<file path="src/rtl/press_decoder.sv">
// Button press decoder: turns a debounced level into press, release,
// long-press and auto-repeat pulses, plus a registered held level.
module press_decoder #(
  parameter int unsigned LONG_CYCLES   = 50_000_000,
  parameter int unsigned REPEAT_CYCLES = 10_000_000
) (
  input  logic clk,
  input  logic rst_n,
  input  logic clean,
  output logic press,
  output logic release_p,
  output logic long_press,
  output logic rpt,
  output logic held
);

  // state     | meaning
  // S_IDLE    | button up, waiting for a rising edge of clean
  // S_PRESSED | button down, counting towards a long press
  // S_LONG    | long press reached, emitting periodic repeats
  typedef enum logic [1:0] {
    S_IDLE    = 2'd0,
    S_PRESSED = 2'd1,
    S_LONG    = 2'd2
  } state_t;

  localparam logic [25:0] HOLD_TC = 26'(LONG_CYCLES - 1);
  localparam logic [25:0] RPT_TC  = 26'(REPEAT_CYCLES - 1);

  state_t      r_state;
  state_t      w_state_nxt;
  logic        r_prev;
  logic [25:0] r_hold_cnt;
  logic [25:0] r_rpt_cnt;
  logic [25:0] w_hold_nxt;
  logic [25:0] w_rpt_cnt_nxt;
  logic        w_press_nxt;
  logic        w_release_nxt;
  logic        w_long_nxt;
  logic        w_rpt_nxt;
  logic        w_rise;

  assign w_rise = clean & ~r_prev;

  always_comb begin
    w_state_nxt   = r_state;
    w_hold_nxt    = r_hold_cnt;
    w_rpt_cnt_nxt = r_rpt_cnt;
    w_press_nxt   = 1'b0;
    w_release_nxt = 1'b0;
    w_long_nxt    = 1'b0;
    w_rpt_nxt     = 1'b0;
    case (r_state)
      S_IDLE: begin
        if (w_rise) begin
          w_state_nxt = S_PRESSED;
          w_hold_nxt  = '0;
          w_press_nxt = 1'b1;
        end
      end
      S_PRESSED: begin
        // Release is checked first so it wins over the terminal count.
        if (!clean) begin
          w_state_nxt   = S_IDLE;
          w_hold_nxt    = '0;
          w_rpt_cnt_nxt = '0;
          w_release_nxt = 1'b1;
        end else if (r_hold_cnt == HOLD_TC) begin
          w_state_nxt   = S_LONG;
          w_rpt_cnt_nxt = '0;
          w_long_nxt    = 1'b1;
        end else begin
          w_hold_nxt = r_hold_cnt + 26'd1;
        end
      end
      S_LONG: begin
        if (!clean) begin
          w_state_nxt   = S_IDLE;
          w_hold_nxt    = '0;
          w_rpt_cnt_nxt = '0;
          w_release_nxt = 1'b1;
        end else if (r_rpt_cnt == RPT_TC) begin
          w_rpt_cnt_nxt = '0;
          w_rpt_nxt     = 1'b1;
        end else begin
          w_rpt_cnt_nxt = r_rpt_cnt + 26'd1;
        end
      end
      default: begin
        w_state_nxt   = S_IDLE;
        w_hold_nxt    = '0;
        w_rpt_cnt_nxt = '0;
      end
    endcase
  end

  always_ff @(posedge clk or negedge rst_n) begin
    if (!rst_n) begin
      r_state    <= S_IDLE;
      r_prev     <= 1'b0;
      r_hold_cnt <= '0;
      r_rpt_cnt  <= '0;
      press      <= 1'b0;
      release_p  <= 1'b0;
      long_press <= 1'b0;
      rpt        <= 1'b0;
      held       <= 1'b0;
    end else begin
      r_state    <= w_state_nxt;
      r_prev     <= clean;
      r_hold_cnt <= w_hold_nxt;
      r_rpt_cnt  <= w_rpt_cnt_nxt;
      press      <= w_press_nxt;
      release_p  <= w_release_nxt;
      long_press <= w_long_nxt;
      rpt        <= w_rpt_nxt;
      held       <= (w_state_nxt != S_IDLE);
    end
  end

endmodule
</file>
<file path="config.mk">
export PLATFORM = sky130hd
export DESIGN_NAME = press_decoder
export DESIGN_NICKNAME = d
export VERILOG_FILES = /design/src/rtl/press_decoder.sv
export SDC_FILE = /design/constraint.sdc
export NUM_CORES = 1
export LEC_CHECK = 0
export ABC_AREA = 1
export CAP_MARGIN = 5
export CORE_AREA = 2 2 133 70
export CTS_CLUSTER_DIAMETER = 50
export DETAILED_ROUTE_END_ITERATION = 8
export DIE_AREA = 0 0 135 72
export PLACE_DENSITY = 0.65
export SYNTH_ARGS = -nofsm -noshare
export SYNTH_HDL_FRONTEND = slang
export SYNTH_SLANG_ARGS = --single-unit
</file>
<file path="constraint.sdc">
create_clock -name clk -period 2.73 [get_ports clk]
set_input_delay 0.546 -clock clk [delete_from_list [all_inputs] [get_ports clk]]
set_output_delay 0.546 -clock clk [all_outputs]
set_load 0.03 [all_outputs]
</file>
# --- Word-level counts from Yosys, hierarchy flattened ---
# Index checks and enable logic that the tools add are counted.
op_classes:
  n_lt_le_gt_ge: 0
  n_addsub: 2
  muxes: 25
  shifts: 0
  mul: 0
  bitwise: 3
  div_mod_pow: 0
  n_reduce_logical: 5
  eq_ne: 8
op_table:
  columns: ["operator", "n"]
  rows:
  - ["$mux 26", 8]
  - ["$pmux 26 s3", 2]
  - ["$add 26x1->26 const B", 2]
  - ["$eq 26x24->1 const B", 1]
  - ["$eq 26x26->1 const B", 1]
  - ["$mux 1", 10]
  - ["$mux 2", 4]
  - ["$ne 3x3->1 const B", 2]
  - ["$pmux 2 s3", 1]
  - ["$ne 2x2->1 const B", 2]
  - ["$reduce_and 3->1", 1]
  - ["$eq 2x1->1 const B", 1]
  - ["$eq 2x2->1 const B", 1]
  - ["$logic_not 2->1", 1]
  - ["$not 1->1", 2]
  - ["$reduce_and 2->1", 1]
  - ["$reduce_bool 2->1", 1]
  - ["$reduce_or 2->1", 1]
  - ["$and 1x1->1", 1]
totals:
  memories: 0
  output_inout_bits: 5
  romBits: 0
  regBits: 60
  in_bits: 3
  latchBits: 0
  ram_bits: 0
  word_cells: 52

# --- Longest topological paths before layout ---
depth:
  word_depth: 5
  ltp_mapped: 12
  mapped_depth_nobuf: 11

# --- Worst setup path before layout ---
# OpenSTA, ideal clock, no wires.
synth_timing:
  path_kind: "register to register"
  start: "reg r_hold_cnt[1]"
  end: "reg r_rpt_cnt[21]"
  setup_ns: 0.123
  arrival_ns: 1.627
  setup_slack_ns: 0.981
  period_less_slack_ns: 1.749
  required_ns: 2.607
  n_path_buf: 2
  stages_incl_launch_ff: 13
  cell_sequence: "dfrtp_1 > ha_1 > nand2_2 > nor2_4 > inv_2 > nor2_4 > nand2_2 > nand2_4 > nand2_4 > buf_6 > buf_6 > nand2_1 > o21ai_1"
synth_between:
  elab_chain_len: 3
synth_rtl:
  columns: ["element", "line", "text"]
  rows:
  - ["from (decl)", "33", "logic [25:0] r_hold_cnt;"]
  - ["from (signal assigned)", "111", "r_hold_cnt <= w_hold_nxt;"]
  - ["$eq 26x26->1", "68", "end else if (r_hold_cnt == HOLD_TC) begin"]
  - ["$ne 3x3->1 (no line)", null, null]
  - ["$reduce_and 2->1 (no line)", null, null]
  - ["to (signal assigned)", "112", "r_rpt_cnt <= w_rpt_cnt_nxt;"]
  - ["to (decl)", "34", "logic [25:0] r_rpt_cnt;"]
# Every way passes these cells.
# A chain may end at the register's enable or synchronous reset.

# --- Worst setup path after layout ---
layout_timing:
  start: "in clean"
  end: "reg r_hold_cnt[5]"
layout_between:
  elab_chain_len: 3
  elab_cells_between_ends: 7
  classes_between: "3 x eq/ne; 2 x mux; 1 x bitwise; 1 x reduce/logical"
layout_rtl:
  columns: ["element", "line", "text"]
  rows:
  - ["from (decl)", "9", "input logic clean,"]
  - ["$and 1x1->1", "43", "assign w_rise = clean & ~r_prev;"]
  - ["$ne 2x2->1 (no line)", null, null]
  - ["$reduce_and 3->1 (no line)", null, null]
# Parallel ways exist; a longest one is shown, timed or not.

==> out/qor.txt <==
WP data arrival: 2530 ps
Final instance area: 4660 sq um
Comb pwr share: 18.6%
P&R area growth vs syn: 11.3%
Clk Latency, worst-skew pair: 340 ps
Tot Pwr: 2.65 mW
I/O pin cnt: 8
Die Ht: 72 um
Vias: 4001
Skew final: 8.54 ps
Commonest non-fill, non-tap cell in the layout: nand2_1
Die outline width: 135 um
Pre-Repair DR Iteration Count: 5
Vias in the first global route: 3820
Total Nets Final: 664
Clock Tree Root: clkbuf_16
Placer congestion estimate: 0.900
ANT nets after route: 0
Synth top area cells: dfrtp_1, nand2_1, nor2_1
Num rows: 24
Yosys warnings: 0
Via density: 5.15
Max Cap Viol: 0
Fin crit period: 2270 ps
Hold Path Class: primary input to asynchronous set/reset pin
Synth Instances: 648
CTS tree: done
First-pass GRT wire length: 18.6 mm
Pre-CTS WS: 124 ps
RSZ-0062 raised after global routing: false
Sequential-to-total area share from yosys stat: 35.8%
Critical path peak fanout: 35
Leakage: 1.96 nW
Fin. max-slew vios: 0
Max Buffers Root-to-Sink: 2
Detail Placement HPWL: 7.63 mm
GRT busiest layer: met2
Area share of the largest cell type after synthesis: 35.8%
Slew margin rel.: 49.3%
Worst Reg2Reg Path Length in Cells: 10
Setup Fix Bufs, Post-CTS: 0
Clk pwr share: 46.1%
Cts repair resizes: 0
Cell Area, Synth: 4190 sq um
Clock-pin slew on the worst setup and hold paths: 60 ps
Required time worst endpoint: 3000 ps
Fin crit share: 83.1%
Crit path cell chain: clkdlybuf4s50_1 > inv_2 > or2_1 > a21oi_4 > nand2_4 > inv_2 > nand2_1 > a21oi_1
Post-synth top area cell: dfrtp_1
Maximum vdd drop: 354 uV
Pwr Density: 569 nW/um^2
CP Capture Type: register
Met1 usage: 32.8%
Iter 0 DRT Violations: 326
Status: finished clean
Port bufs: 7
Drc violations: 0
Core ar.: 8530 sq um
Final Util: 54.7%
Clock buffer count from CTS: 9
Ant. Diodes: 0
Die area: 9720 sq um
# H-tree levels: 3
Sink Count: 60
Power Internal: 1.82 mW
Grt total ovfl: 0
WL final: 10.5 mm
Most frequent cells in the layout: nand2_1, nor2_1, inv_1
Yosys reg bits: 60
Psw: 828 uW
Hold Fails Final Rpt: 0
Worst-Margin Slew: 761 ps
Max Freq: 0.441 GHz
Crit path top cell by count: inv_2
Post-synth cell types: 34
Share of cells above drive strength 1: 5.76%
Largest stage delay, worst path: 570 ps
DR WL/cell: 13.5 um
Post-CTS Hold Fix Bufs: 0
Net Sw Frac: 31.2%
# setup viols final: 0
Setup CP Type: primary input to register
Sequential Power Share: 35.3%
CP Launch Type: primary input
Initial antenna violation count: 0
Post-Syn Nets: 657
Post-placement cell area: 4350 sq um
Met3 Usage GRT: 7.20%
Largest net degree at the start of global routing: 61
GRT Util Overall: 24.3%
GR Util met2: 39.0%
Setup TNS: 0 ps
Slowest cell on crit path: clkdlybuf4s50_1
Starting Density: 49.1%
Final WS setup: 462 ps
Synthesized area per cell: 6.47 sq um
==> layer usage <==
metal / vias to the layer above / wire [um]
met5: - / 0
met4: 0 / 153
met3: 15 / 535
met2: 87 / 4610
met1: 1813 / 5230
li1: 2086 / -
==> through the flow <==
step,hold slack (ps),std cells
6_report,370,777
3_3_place_gp,502,761
5_1_grt,449,777
3_5_place_dp,515,761
4_1_cts,405,777
2_1_floorplan,250,648
==> final cells by class <==
| class | instances | area [sq um] |
|---|---|---|
| clock inverter | 6 | 88.8 |
| clock buffer | 10 | 229 |
| timing repair buffer | 11 | 95.1 |
| inverter | 73 | 274 |
| fill | 861 | 3860 |
| tap | 117 | 146 |
| multi-input combinational | 500 | 2330 |
| sequential | 60 | 1500 |
==> cells in the mapped netlist, drive strengths merged <==
cell type  count
inv           71
nand2        219
nor3           7
buf           10
clkinv         2
xor2           9
dfrtp         60
xnor2          5
o21ai         39
a21oi          7
o21bai         1
nand4         44
clkbuf         5
or2            2
nand3         48
and3           1
and2           1
nor2         110
ha             6
o21a           1
==> worst paths after layout <==
path / from / end / slack [ps]
max: clean / r_hold_cnt[5]$_DFFE_PN0P_ / 460
min: rst_n / r_rpt_cnt[1]$_DFFE_PN0P_ / 370
max reg2reg: r_hold_cnt[1]$_DFFE_PN0P_ / r_hold_cnt[12]$_DFFE_PN0P_ / 530
min reg2reg: r_rpt_cnt[25]$_DFFE_PN0P_ / r_rpt_cnt[25]$_DFFE_PN0P_ / 530
max in group asynchronous: rst_n / r_hold_cnt[21]$_DFFE_PN0P_ / 1860
min in group clk: r_rpt_cnt[25]$_DFFE_PN0P_ / r_rpt_cnt[25]$_DFFE_PN0P_ / 530
==> cell families after synthesis <==
group / share of synthesized area (%)
AOI/OAI and AO/OA: 6.39
xor gates and xnor gates: 2.93
adders and majority gates: 1.79
buffers and inverters: 8.63
DFF: 35.8
and+or+nand+nor: 44.4
==> worst max-delay path: cells and delay by family <==
| kind | cells | cell delay [ps] |
|---|---|---|
| simple gates | 3 | 620 |
| compound gates | 2 | 440 |
| buf+inv | 3 | 930 |
==> sequential cells by signal, indices dropped and copies added, names as in the netlist <==
name and count:
r_rpt_cnt 26, release_p 1, held 1, r_prev 1, r_state 2, rpt 1, press 1, long_press 1
r_hold_cnt 26
==> power by group through the flow <==
stage          logic (mW)  clock network, mW  registers, mW
2_1_floorplan       0.375                  0          0.975
3_3_place_gp        0.492                  0          0.951
3_5_place_dp        0.497                  0          0.952
4_1_cts             0.501               1.24          0.937
5_1_grt             0.555               1.29          0.939
6_report            0.494               1.22          0.937
(Power assumes the default switching activity.)
